--- src/rtl/sevenseg_pkg.sv ---
// Shared types and constants for the score counter and the seven-segment display path.
package sevenseg_pkg;

  localparam int unsigned DIGIT_W          = 4;
  localparam int unsigned PTS_W            = 2;
  localparam int unsigned SCAN_CNT_W       = 16;
  localparam int unsigned SCAN_DIV_DEFAULT = 25000;

  localparam logic [DIGIT_W-1:0] BCD_MAX = 4'd9;

  typedef enum logic {
    ST_IDLE = 1'b0,
    ST_ADD  = 1'b1
  } state_t;

  typedef struct packed {
    logic [DIGIT_W-1:0] d1;
    logic [DIGIT_W-1:0] d0;
  } score_t;

endpackage

--- src/rtl/scan_tick_gen.sv ---
// Free-running divider: one-cycle tick every SCAN_DIV clocks, first tick on the SCAN_DIV-th edge.
module scan_tick_gen
  import sevenseg_pkg::*;
#(
  parameter int unsigned SCAN_DIV = SCAN_DIV_DEFAULT
) (
  input  logic clk,
  input  logic rst_n,
  output logic tick
);

  localparam logic [SCAN_CNT_W-1:0] LAST = SCAN_CNT_W'(SCAN_DIV - 1);

  logic [SCAN_CNT_W-1:0] cnt;

  // Count 0..SCAN_DIV-1 and register the wrap as the tick.
  always_ff @(posedge clk or negedge rst_n) begin
    if (!rst_n) begin
      cnt  <= '0;
      tick <= 1'b0;
    end else if (cnt == LAST) begin
      cnt  <= '0;
      tick <= 1'b1;
    end else begin
      cnt  <= cnt + SCAN_CNT_W'(1);
      tick <= 1'b0;
    end
  end

endmodule

--- src/rtl/score_bcd_counter.sv ---
// Two-digit BCD score counter: accepts 0..3 point awards, adds one point per cycle, saturates at 99.
module score_bcd_counter
  import sevenseg_pkg::*;
#(
  parameter int unsigned SCAN_DIV = SCAN_DIV_DEFAULT
) (
  input  logic               clk,
  input  logic               rst_n,
  input  logic               clear,
  input  logic               pts_valid,
  input  logic [PTS_W-1:0]   pts,
  output logic               pts_ready,
  output logic [DIGIT_W-1:0] d1,
  output logic [DIGIT_W-1:0] d0,
  output logic               sat,
  output logic               scan_en
);

  state_t           state;
  score_t           score;
  score_t           score_inc;
  logic             at_max;
  logic [PTS_W-1:0] rem;
  logic             ready;

  assign d1        = score.d1;
  assign d0        = score.d0;
  assign pts_ready = ready;

  // Next BCD value of the score (only used when not already at 99).
  always_comb begin
    score_inc = score;
    at_max    = (score.d1 == BCD_MAX) && (score.d0 == BCD_MAX);
    if (score.d0 < BCD_MAX) begin
      score_inc.d0 = score.d0 + DIGIT_W'(1);
    end else if (score.d1 < BCD_MAX) begin
      score_inc.d0 = '0;
      score_inc.d1 = score.d1 + DIGIT_W'(1);
    end
  end

  // Request acceptance, per-cycle increment, saturation and clear.
  always_ff @(posedge clk or negedge rst_n) begin
    if (!rst_n) begin
      state <= ST_IDLE;
      score <= '0;
      rem   <= '0;
      sat   <= 1'b0;
      ready <= 1'b1;
    end else if (clear) begin
      state <= ST_IDLE;
      score <= '0;
      rem   <= '0;
      sat   <= 1'b0;
      ready <= 1'b1;
    end else if (state == ST_IDLE) begin
      if (pts_valid && (pts != '0)) begin
        rem   <= pts;
        state <= ST_ADD;
        ready <= 1'b0;
      end
    end else begin
      if (at_max) begin
        sat   <= 1'b1;
        rem   <= '0;
        state <= ST_IDLE;
        ready <= 1'b1;
      end else begin
        score <= score_inc;
        rem   <= rem - PTS_W'(1);
        if (rem == PTS_W'(1)) begin
          state <= ST_IDLE;
          ready <= 1'b1;
        end
      end
    end
  end

  scan_tick_gen #(
    .SCAN_DIV (SCAN_DIV)
  ) u_scan_tick_gen (
    .clk   (clk),
    .rst_n (rst_n),
    .tick  (scan_en)
  );

endmodule

--- config.mk ---
export PLATFORM = sky130hd
export DESIGN_NAME = score_bcd_counter
export DESIGN_NICKNAME = d
export VERILOG_FILES = /design/src/rtl/sevenseg_pkg.sv /design/src/rtl/scan_tick_gen.sv /design/src/rtl/score_bcd_counter.sv
export SDC_FILE = /design/constraint.sdc
export NUM_CORES = 1
export LEC_CHECK = 0
export BUFFER_PORTS_ARGS = -buffer_cell sky130_fd_sc_hd__buf_2
export CORE_MARGIN = 2
export CORE_UTILIZATION = 42
export CTS_CLUSTER_SIZE = 30
export DETAILED_ROUTE_END_ITERATION = 16
export GPL_TIMING_DRIVEN = 0
export REMOVE_ABC_BUFFERS = 1
export SYNTH_ARGS = -nofsm -noshare
export SYNTH_HDL_FRONTEND = slang
export SYNTH_HIERARCHICAL = 1
export SYNTH_SLANG_ARGS = --single-unit
--- constraint.sdc ---
create_clock -name clk -period 1.95 [get_ports clk]
set_input_delay 0.2925 -clock clk [delete_from_list [all_inputs] [get_ports clk]]
set_output_delay 0.2925 -clock clk [all_outputs]
set_load 0.01 [all_outputs]
==> summary.md, run 1 <==
| Metric | Value |
|---|---|
| YS warnings | 6 |
| Share of cells above drive strength 1 | 23.9% |
| FILL cells | 337 |
| Die Y | 65.6 um |
| GP Congestion | 0.807 |
| Area added between synthesis and finish | 17.9% |
| Worst Path Required | 2110 ps |
| ANT nets after route | 0 |
| Die ar. | 4300 um2 |
| Number of synthesized register bits | 30 |
| Post-synthesis cell type count | 42 |
| Initial Utilization | a little over two fifths |
| R2r setup slk | 60 ps |
| Tcrit/Tclk final | 96.7% |
| R2r startpoint | d1[0] |
| Core area | 3660 um2 |
| Die width | 65.6 um |
| Via/cell ratio | 5.41 |
| Sinks on Clock Net | 30 |
| Port-buffer cells | 16 |
| DRT iter0 DRCs | between 50 and 60 |
| FP Rows | 22 |
| WP data arrival | about 2100 ps |
| Critical Path Source | d1[0] |
| Root Buffer | clkbuf_8 |
| Max transition margin | between 50% and 60% |
| Net switching power | approximately 0.34 mW |
| Reg2reg end | d0[1] |
| Initial antenna violation count | 0 |
| Worst VDD drop | 0.500 mV |
| Total routed wirelength | 3210 um |
| Worst-margin pin slew | 642 ps |
| CTS tree | done |
| Placed insts | 210 |
| Max Freq | 530 MHz |
| FF-to-FF path depth | 6 |
| DRT Pass-1 Iters | 4 |
| Clock-pin slew on the worst setup and hold paths | 60 ps |
| Comb power frac | between 10% and 20% |
| Routed len/inst | 14.3 um |
| Critical Path Fanout Max | 6 |
| Post-synth top flop | dfrtp_1 |
| Switching Share | 23.6% |
| Routed vias | 1,211 |
| CTS HTree Levels | 2 |
| Number of top-level pins | 17 |
| Worst-Skew Late Latency | 280 ps |
| Synth async-reset ratio | 100% |
| DP HPWL | 2100 um |
| Status | finished, final reports clean |
| Minimum clock period after layout | approximately 1900 ps |
| Final cell count without fillers | roughly 220 |
| Clock skew | 4.95 ps |
| Setup crit end kind | flop |
| Largest net degree at the start of global routing | 31 |
| Post-synth EDFFs | 0 |
| Finish-stage setup viols | 0 |
| Syn Area/Cell | 10.8 um2 |
| Most common cell after layout, fill and taps aside | dfrtp_1 |
| Clock buffer depth | 2 |
| Final hold vios | 0 |
| Global-route wire length before repair | 5510 um |
| Post-synthesis cell count | between 100 and 150 |
| Final Max Slew Viols | 0 |
| Commonest cells after routing, fill and taps aside | 27 x dfrtp_1, 16 x buf_2, 9 x inv_1, 9 x nor2_1 |
| CTS Buf Count | 5 |
| Vias in the first global route | 1,204 |
| Maxcap violations | 0 |
| Min-Delay Path Class | input port to asynchronous set/reset pin |
| Clk pwr share | 42.8% |
| Pleak | roughly 0.9 nW |
| Antenna cell count | 0 |
| Final #Nets | 189 |
| Setup CP Type | flop to flop |
| Total gr overflow | 0 |
| CP Launch Type | flop |
| TNS Setup | 0 ps |
| Pwr/cell area | roughly 760 nW/um2 |
| DRC violations left | 0 |
| Sequential share of the synthesized area | 47.2% |
| GRT Overall Usage | 16.9% |
| Flop pwr share | a little under half |
| Mapped cell area | 1590 um2 |
| Internal | around 1.1 mW |
-- metal layers --
| layer | up-vias | routed length (um) | GRT usage, % |
|---|---|---|---|
| li1 | 593 | - | - |
| met1 | 588 | 1570 | 23.2 |
| met2 | 28 | 1470 | 24.5 |
| met3 | 2 | 146 | 4.97 |
| met4 | 0 | 27 | 8.07 |
| met5 | - | 0 | 0 |
-- worst max-delay path by stage --
stage,to,depth (start not counted)
after floorplan,d0[1],6
after global placement,d0[1],6
after detailed placement,d0[1],6
after CTS,d0[1],6
after global routing,d0[1],6
final,d0[1],6
-- stage by stage --
stage          utilization, %  power, mW  hold WS, ps  setup WS [ps]  instance area [um2]
3_5_place_dp             47.1      0.808          365           41.8                 1720
4_1_cts                  50.0       1.42         55.0           25.6                 1830
2_1_floorplan               -      0.757        -3.09           86.3                 1580
6_report                 51.3       1.42         36.5           63.6                 1880
3_3_place_gp             47.1      0.803          361           40.0                 1720
5_1_grt                  51.3       1.49         79.3          -1.44                 1880
-- cell usage after synthesis, types with 2 or more instances --
| cell type | number | area (um2) |
|---|---|---|
| dfrtp_1 | 29 | 726 |
| inv_1 | 9 | 33.8 |
| nor2_1 | 9 | 33.8 |
| ha_1 | 8 | 100 |
| nand3_1 | 8 | 40.0 |
| a21oi_1 | 7 | 35.0 |
| o21ai_0 | 7 | 35.0 |
| nand4_1 | 6 | 37.5 |
| xnor2_1 | 6 | 52.6 |
| xor2_1 | 6 | 52.6 |
| nor3_1 | 5 | 25.0 |
| and4_1 | 4 | 35.0 |
| nand2_1 | 4 | 15.0 |
| nor2b_1 | 4 | 25.0 |
| o21ai_1 | 3 | 15.0 |
| a211o_1 | 2 | 17.5 |
| a21o_1 | 2 | 15.0 |
| a31oi_1 | 2 | 12.5 |
| nor4b_1 | 2 | 17.5 |
| or3_1 | 2 | 12.5 |
-- state kept, by name (all words and copies together), names as in the netlist --
name / count
d0: 4
d1: 4
pts_ready: 1
rem: 2
sat: 1
state: 1
u_scan_tick_gen/cnt: 16
u_scan_tick_gen/tick: 1
-- logic make-up after synthesis --
kind of cell	share of synthesized area [%]
flip-flops	47.2
XOR/XNOR	6.59
AO/OA/AOI/OAI	13.2
AND/OR/NAND/NOR	22.1
adder cells (fa/ha/maj)	6.28
buffers and inverters	3.06
multiplexers	1.57
-- worst max-delay path, cell delays in order, from the launching register on --
cell     delay, ps
dfrtp_2        410
inv_1           70
ha_1           210
nor2b_1        160
o32a_1         330
o31ai_4        250
mux2_4         330
-- layout make-up --
cell class                 instances  area (um2)  area share (%)
clock inverter                     3        40.0            2.13
tap                               48        60.1            3.20
clock buffer                       5        68.8            3.66
timing repair buffer              22         125            6.66
multi-input combinational        106         793            42.2
sequential                        30         754            40.1
inverter                          10        37.5            2.00
-- power by group through the flow --
stage	Combinational, mW	Sequential, mW	Clock, mW
final	0.149	0.664	0.608
after global routing	0.170	0.666	0.657
after CTS	0.132	0.666	0.625
after detailed placement	0.130	0.678	0
after global placement	0.127	0.676	0
after floorplan	0.0794	0.677	0
-- timing repair --
action                     in CTS  in global routing
setup endpoints to repair       0                  2
resized for setup               0                  2
buffers inserted                0                  6
hold buffers                    0                  0
(Power assumes the default switching activity.)
==> run 2: changes to the inputs <==
--- a/config.mk
+++ b/config.mk
@@ -7,10 +7,12 @@
 export LEC_CHECK = 0
 export BUFFER_PORTS_ARGS = -buffer_cell sky130_fd_sc_hd__buf_2
 export CORE_MARGIN = 2
-export CORE_UTILIZATION = 42
+export CORE_UTILIZATION = 57
 export CTS_CLUSTER_SIZE = 30
 export DETAILED_ROUTE_END_ITERATION = 16
 export GPL_TIMING_DRIVEN = 0
+export PLACE_DENSITY = 0.78
+export RECOVER_POWER = 25
 export REMOVE_ABC_BUFFERS = 1
 export SYNTH_ARGS = -nofsm -noshare
 export SYNTH_HDL_FRONTEND = slang
==> run 2 against run 1 <==
- power down 12%
- non-clock buffer count shrank 1
- register-to-register slack hardly changed
- fmax decreased by 0.29%
- critical path depth stayed put
- critical path type unchanged
- critical endpoint unchanged
- highest routed layer unchanged
==> summary.md, run 2 (synthesis results as in run 1) <==
| Metric | Value |
|---|---|
| Final Max Slew Viols | 0 |
| Max Freq | 529 MHz |
| Final #Nets | 188 |
| Die width | 56.9 um |
| Clock buffer depth | 2 |
| Pwr/cell area | between 600 and 700 nW/um2 |
| Die Y | between 50 and 60 um |
| Vias in the first global route | 1,166 |
| Crit path buf inv count | 1 |
| Crit path largest cell delay | 430 ps |
| RSZ-0062 raised after global routing | no |
| Finish-stage setup viols | 0 |
| TNS Setup | 0 ps |
| Max reg flops | 16 |
| Maxcap violations | 0 |
| FP Rows | 19 |
| Most common cell after layout, fill and taps aside | dfrtp_1 |
| WP data arrival | 2120 ps |
| Most flop-heavy register | u_scan_tick_gen/cnt |
| Worst-margin pin slew | 710 ps |
| Tcrit/Tclk final | 97.0% |
| Setup crit end kind | flop |
| R2r startpoint | d0[1] |
| Area added between synthesis and finish | 14.4% |
| Clock skew | approximately 16 ps |
| Via/cell ratio | 5.81 |
| CTS tree | done |
| Max transition margin | 52.7% |
| Kind of cell adding the most delay to the critical path | compound AO/OA/AOI/OAI gates |
| Final hold vios | 0 |
| Root Buffer | clkbuf_4 |
| PnR Total Power | 1.25 mW |
| Initial antenna violation count | 0 |
| Core area | around 2700 um2 |
| GRT Overall Usage | about 20% |
| CTS Buf Count | 5 |
| Critical Path Fanout Max | 5 |
| Largest net degree at the start of global routing | 31 |
| Routed len/inst | 14.4 um |
| Number of top-level pins | 17 |
| FF-to-FF path depth | 6 |
| Initial Utilization | between 50% and 60% |
| Setup CP Type | flop to flop |
| Status | finished, final reports clean |
| Total routed wirelength | 2960 um |
| Global-route wire length before repair | 5000 um |
| DP HPWL | 2060 um |
| DRT Pass-1 Iters | 4 |
| Total gr overflow | 0 |
| Worst-Skew Late Latency | 330 ps |
| Port-buffer cells | 16 |
| R2r setup slk | 60 ps |
| Antenna cell count | 0 |
| ANT nets after route | 0 |
| Worst Setup EP | d0[1] |
| Reg2reg end | d0[1] |
| Min-Delay Path Class | input port to flop |
| DRT iter0 DRCs | between 60 and 70 |
| Commonest cells after routing, fill and taps aside | 27 x dfrtp_1, 15 x buf_2, 9 x inv_1, 9 x nor2_1 |
| GP Congestion | 0.854 |
| Crit path cell chain | inv_1 > ha_1 > nor2b_1 > o32a_1 > o31ai_4 > mux2_4 |
| Minimum clock period after layout | about 1900 ps |
| Critical Path Source | d0[1] |
| Routed vias | roughly 1.2k |
| Worst Path Required | approximately 2200 ps |
| CP Launch Type | flop |
| Crit-path slowest cell | dfrtp_1 |
| CTS HTree Levels | 2 |
| Clock-pin slew on the worst setup and hold paths | 100 ps |
| Critical path depth | 6 |
| Worst VDD drop | 0.643 mV |
| Share of cells above drive strength 1 | 22.9% |
| Pleak | about 0.9 nW |
| DRC violations left | 0 |
| Sinks on Clock Net | 30 |
| Die ar. | 3240 um2 |
==> run 2: worst reg2reg max path: cells and delay by family (launching register included) <==
kind / cells / cell delay, ps
flip-flops: 1 / 430
multiplexers: 1 / 330
buffers and inverters: 1 / 80
adder cells (fa/ha/maj): 1 / 190
AO/OA/AOI/OAI: 2 / 620
AND/OR/NAND/NOR: 1 / 140
==> run 2: worst min-delay path by stage <==
stage,start,endpoint,slack (ps),cells past startpoint
after floorplan,rst_n,d0[0],-3,0
after CTS,pts[0],rem[0],250,3
after global placement,rst_n,d1[0],350,1
final,pts[0],rem[0],270,3
after global routing,clear,d1[1],290,2
after detailed placement,rst_n,d1[0],360,1
==> run 2: cell type report <==
cell class | instances | area, um2
flip-flops and latches | 30 | 754
multi-input cells | 106 | 793
well taps | 31 | 38.8
inverters | 10 | 37.5
fillers | 213 | 887
clock buffers | 8 | 78.8
repair buffers | 21 | 120
==> run 2: what timing repair did <==
item                                   CTS  global route
setup endpoints to repair                0             1
resized for setup                        0             2
buffers inserted                         0             4
endpoints found under the hold margin   16             0
hold buffers                             1             0
==> run 2: power by group <==
group | leakage [nW] | switching, mW | internal (mW) | total [mW]
logic | 0.449 | 0.0730 | 0.0571 | 0.130
registers | 0.394 | 0.0240 | 0.642 | 0.666
clock network | 0.0446 | 0.209 | 0.246 | 0.455
==> run 2: per-stage QoR <==
step | util, % | cell area, um2 | instances | setup WS, ps | hold WS (ps)
after CTS | 66.1 | 1790 | 202 | 22.6 | 252
after floorplan | - | 1580 | 146 | 86.3 | -3.09
after detailed placement | 62.8 | 1700 | 193 | 38.9 | 358
after global routing | 67.3 | 1820 | 206 | 1.98 | 294
after global placement | 62.8 | 1700 | 193 | 51.9 | 350
final | 67.3 | 1820 | 206 | 58.1 | 267
==> run 2: routing by layer <==
layer	GRT usage, %	routed length, um	vias to the layer above	share of wire [%]
li1	-	-	593	-
met5	0	0	-	0
met4	13.3	87	0	2.9
met1	22.5	1300	569	44
met2	34.0	1460	26	49
met3	5.07	110	9	3.7
